File: src/rtl/data_mem_master.sv
// Initiator-side controller for the S-Machine data memory: single-word stores and
// single/burst loads from the execute stage, load data returned on a response channel.
module data_mem_master #(
    parameter int ADDR_W = 8,
    parameter int DATA_W = 16,
    parameter int LEN_W  = 4
) (
    input  logic              clk_i,
    input  logic              reset_i,
    input  logic              req_valid_i,
    output logic              req_ready_o,
    input  logic              req_write_i,
    input  logic [ADDR_W-1:0] req_addr_i,
    input  logic [DATA_W-1:0] req_wdata_i,
    input  logic [LEN_W-1:0]  req_len_i,
    output logic              rsp_valid_o,
    output logic [DATA_W-1:0] rsp_data_o,
    output logic              rsp_last_o,
    output logic              wr_done_o,
    output logic              busy_o,
    output logic              mem_read_write_o,
    output logic [ADDR_W-1:0] mem_addr_o,
    output logic [DATA_W-1:0] mem_data_in_o,
    input  logic [DATA_W-1:0] mem_data_out_i
);

    // state    | meaning
    // IDLE     | ready for a request, memory idle in read mode
    // WRITE    | one-cycle store, memory commits at the closing edge
    // READ     | one address per cycle until the remaining count reaches zero
    typedef enum logic [1:0] {
        ST_IDLE  = 2'd0,
        ST_WRITE = 2'd1,
        ST_READ  = 2'd2
    } state_t;

    state_t              state_q, state_d;
    logic [ADDR_W-1:0]   addr_q, addr_d;
    logic [DATA_W-1:0]   wdata_q, wdata_d;
    logic [LEN_W-1:0]    remain_q, remain_d;
    logic                rsp_valid_q, rsp_valid_d;
    logic                rsp_last_q, rsp_last_d;
    logic                wr_done_q, wr_done_d;
    logic                accept;

    always_ff @(posedge clk_i or posedge reset_i) begin
        if (reset_i) begin
            state_q     <= ST_IDLE;
            addr_q      <= '0;
            wdata_q     <= '0;
            remain_q    <= '0;
            rsp_valid_q <= 1'b0;
            rsp_last_q  <= 1'b0;
            wr_done_q   <= 1'b0;
        end else begin
            state_q     <= state_d;
            addr_q      <= addr_d;
            wdata_q     <= wdata_d;
            remain_q    <= remain_d;
            rsp_valid_q <= rsp_valid_d;
            rsp_last_q  <= rsp_last_d;
            wr_done_q   <= wr_done_d;
        end
    end

    // Ready is gated by reset so every output reads 0 while reset is held.
    assign req_ready_o = (state_q == ST_IDLE) && !reset_i;
    assign accept      = req_valid_i && req_ready_o;

    always_comb begin
        state_d     = state_q;
        addr_d      = addr_q;
        wdata_d     = wdata_q;
        remain_d    = remain_q;
        rsp_valid_d = 1'b0;
        rsp_last_d  = 1'b0;
        wr_done_d   = 1'b0;
        unique case (state_q)
            ST_IDLE: begin
                if (accept) begin
                    addr_d = req_addr_i;
                    if (req_write_i) begin
                        wdata_d = req_wdata_i;
                        state_d = ST_WRITE;
                    end else begin
                        remain_d = req_len_i;
                        state_d  = ST_READ;
                    end
                end
            end
            ST_WRITE: begin
                wr_done_d = 1'b1;
                state_d   = ST_IDLE;
            end
            ST_READ: begin
                rsp_valid_d = 1'b1;
                // The final address is not advanced so mem_addr holds the last driven value.
                if (remain_q == '0) begin
                    rsp_last_d = 1'b1;
                    state_d    = ST_IDLE;
                end else begin
                    addr_d   = addr_q + 1'b1;
                    remain_d = remain_q - 1'b1;
                end
            end
            default: state_d = ST_IDLE;
        endcase
    end

    assign mem_read_write_o = (state_q == ST_WRITE);
    assign mem_addr_o       = addr_q;
    assign mem_data_in_o    = wdata_q;
    assign busy_o           = (state_q != ST_IDLE);
    assign wr_done_o        = wr_done_q;
    assign rsp_valid_o      = rsp_valid_q;
    assign rsp_last_o       = rsp_last_q;
    // Memory output is already registered; masked so the bus reads 0 between words.
    assign rsp_data_o       = rsp_valid_q ? mem_data_out_i : '0;

endmodule

File: config.mk
export PLATFORM = sky130hd
export DESIGN_NAME = data_mem_master
export DESIGN_NICKNAME = d
export VERILOG_FILES = /design/src/rtl/data_mem_master.sv
export SDC_FILE = /design/constraint.sdc
export NUM_CORES = 1
export LEC_CHECK = 0
export CAP_MARGIN = 40
export CELL_PAD_IN_SITES_DETAIL_PLACEMENT = 0
export CELL_PAD_IN_SITES_GLOBAL_PLACEMENT = 1
export CORE_MARGIN = 1.5
export CORE_UTILIZATION = 25
export DETAILED_ROUTE_END_ITERATION = 12
export PLACE_DENSITY = 0.79
export SETUP_SLACK_MARGIN = 0.02
export SYNTH_ARGS = -nofsm -noshare
export SYNTH_HDL_FRONTEND = slang
export SYNTH_SLANG_ARGS = --single-unit
File: constraint.sdc
create_clock -name clk_i -period 1.6 [get_ports clk_i]
set_input_delay 0.32 -clock clk_i [delete_from_list [all_inputs] [get_ports clk_i]]
set_output_delay 0.32 -clock clk_i [all_outputs]
set_load 0.01 [all_outputs]
==> qor.yml <==
run_status:
  outcome: "finished clean"
floorplanning:
  die_h_um: 84.68
  row_count: 29
  die_w_um: 84.68
  core_area_mm2: 0.006386
  die_area_mm2: 0.007171
  start_util: 0.2612
  io_pins: 94
yosys:
  synth_area_leaders: "dfrtp_1, mux2_4, and2_1"
  synth-compound-area-share: 0.1208
  synthXorXnorAreaFrac: 0
  synth_top_area_frac: 0.4951
  yosys_warnings: 0
  post-synth-top-area-cell: "dfrtp_1"
  yosysUniqueCellTypes: 38
  yosys.area_share.simple: 0.1868
  synth.area.mux_share: 0.1463
  synth_seq_cells: 33
  synth_fa_ha_area_frac: 0.01500
  avgSynthCellArea_um2: 11.35
  syn_nets: 197
  ys_seq_area_frac: 0.4951
  syn_inst: 147
  async_flop_share: 1.000
  synthFlopType: "dfrtp_1"
  synth_edf_count: 0
  syn-cell-area_mm2: 0.001668
  synth_top_family_by_area: "simple AND/OR/NAND/NOR gates"
clock_network:
  cts_made_buffers: 5
  cts_tree: "done"
  clock_sinks: 33
  ctsHoldBuffers: 0
  clk_path_buf_depth: 2
  clkSlewWorstSetupHoldPaths_ps: 70
  ctsHtreeMaxLevel: 2
  cts_root_buffer: "clkbuf_8"
  clkLatencyLatePin_ps: 280
worst_setup_path:
  worstPathArrival_ps: 1780
  end_kind: "register"
  r2r-start: "remain_q[1]"
  cp_max_fo: 5
  path_cells: "inv_2 > ha_4 > or3b_4 > nand2_4 > o21a_4 > mux2i_1"
  cp.required_ps: 1810
  crit_path_max_incr_delay_ps: 420
  critPathLaunchType: "register"
  cpMaxStageDelayCell: "or3b_4"
  critPathKind: "reg -> reg"
  crit_path_start: "remain_q[1]"
flow_run:
  maxCapViolCount: 0
sta:
  fmax_mhz: 635.3
  fin_crit_ps: 1574
  clock_skew_ps: 5.643
  whs_ps: 284.4
  grt_setup_unrepaired: "yes"
  maxSlewViolCount: 0
  tightest_slew_ps: 347.7
  relSlewSlack: 0.7677
  setup_viol: 0
  finalCritPeriodShare: 0.9837
  final-hold-violation-count: 0
routing:
  wl_per_cell_um: 13.09
  drt_iter0_drc: 74
  drt-vias-per-instance: 4.539
  drtPass1Iterations: 4
  drc: 0
  antenna_left: 0
  totalWireLength_mm: 4.567
  num_vias: 1584
placed_design:
  dp_hpwl_mm: 3.437
  routabilityCongestion: 0.8207
  portBuffers: 93
power:
  vdd_drop_max_uv: 1016
  p_per_area_mw_per_mm2: 1684
  p_leak_nw: 1.343
  p_total_mw: 5.122
finish:
  drive_gt1_frac: 0.2574
  num-nets-final: 321
  antenna_cells: 0
  area_growth_pct: 82.37
grt:
  grt_max_degree: 19
  first_global_vias: 1562
  antenna_found_initial: 0
  grt_first_pass_wirelength_mm: 7.403
  grt-ovfl-total: 0
  track_usage: 0.1274
hold_path:
  holdCritPathClass: "in -> async"
-- logic make-up after synthesis --
| family | count (synthesis) |
|---|---|
| fa+ha+maj | 2 |
| compound gates | 32 |
| flops | 33 |
| mux | 19 |
| simple gates | 50 |
| buf+inv | 11 |
-- per-layer routing --
layer  vias up  routed length (µm)  GRT usage  share of wire
met5         -                   0          0              0
met4         0                  36    0.03372         0.0079
met3         5                 503    0.05408           0.11
met2        79                2193     0.2092           0.48
met1       721                1834     0.1540           0.40
li1        779                   -          -              -
-- final timing paths --
path	cells after the start	slack, ps	endpoint
max in group asynchronous	3	1100	mem_data_in_o[1]
min in group clk_i	1	480	mem_addr_o[7]
hold / removal	3	280	mem_addr_o[5]
setup / recovery	6	30	remain_q[1]
hold reg to reg	1	480	mem_addr_o[7]
setup reg to reg	6	30	remain_q[1]
-- cell usage in the layout (no fill, tap or decap), drive strengths merged --
cell           netlist  layout
nor3                 4       4
o211ai               3       3
mux2i                3       3
nor2                 5       5
or3b                 1       1
o21a                 2       2
dlygate4sd2          0       5
nor3b                2       2
dlymetal6s2s         0       2
mux2                16      16
and2                16      16
buf                  4      30
clkdlybuf4s15        0      14
or2                  2       2
a211oi               1       1
ha                   2       2
nand2b               2       2
o21ai               13      13
nand4                1       1
inv                  5       5
nand3                4       4
clkinvlp             0       1
nor2b                1       1
a21oi                9       9
clkdlybuf4s50        0      70
o311ai               3       3
clkinv               1       1
a2bb2oi              1       1
nor4                 4       4
clkbuf               1       8
nor4b                2       2
nand2                6       6
dfrtp               33      33
-- metrics by stage --
step	TNS (ps)	std cells	area, µm²	setup WS (ps)	utilization
2_1_floorplan	0	147	1680	16.50	-
3_3_place_gp	-7848	331	2843	-265.8	0.4451
3_5_place_dp	-8279	331	2843	-304.8	0.4451
4_1_cts	0	345	2973	22.54	0.4655
5_1_grt	-113.1	349	3042	-39.14	0.4763
6_report	0	349	3042	26.05	0.4763
-- critical path: cells and delay by family (launching register included) --
family	cells	cell delay [ps]
simple gates	2	550
flops	1	400
mux	1	180
compound gates	1	160
fa+ha+maj	1	130
buf+inv	1	90
-- power by group --
group          internal (mW)  leakage, nW  total (mW)  switching [mW]
clock                  0.308       0.0385       0.609           0.302
combinational           1.81        0.907        3.04            1.24
sequential              1.23        0.398        1.47           0.241
-- synthesized netlist by cell type (2+ instances only) --
cell type and n:
o311ai_0 3, mux2i_1 3, ha_1 2, nor3b_1 2
a21oi_1 8, nand3_1 4, buf_2 2, mux2_4 9
dfrtp_1 33, o21ai_1 3, o211ai_1 3, nor2_1 5
inv_1 5, nor3_1 4, and2_1 16, mux2_2 7
o21ai_0 10, nand2b_1 2, nor4_1 3, nand2_1 5
-- flip-flops by register name, indices dropped and copies added, names as in the netlist --
name           count
mem_addr_o         8
wr_done_o          1
state_q            2
mem_data_in_o     16
rsp_valid_o        1
remain_q           4
rsp_last_o         1
-- area by class of cell --
class	instances	area (µm²)
fillers	617	3344
repair buffers	122	1182
flip-flops and latches	33	827.0
multi-input cells	103	824.5
well taps	77	96.34
clock buffers	7	76.32
inverters	6	27.53
clock inverters	1	7.507
-- what timing repair did --
| item | 4_1_cts | 5_1_grt |
|---|---|---|
| resized for setup | 31 | 30 |
| setup endpoints to repair | 33 | 31 |
| pin swaps | 3 | 4 |
| setup buffers | 6 | 4 |
| endpoints found under the hold margin | 0 | 0 |
Power figures use the tool's default switching activity.
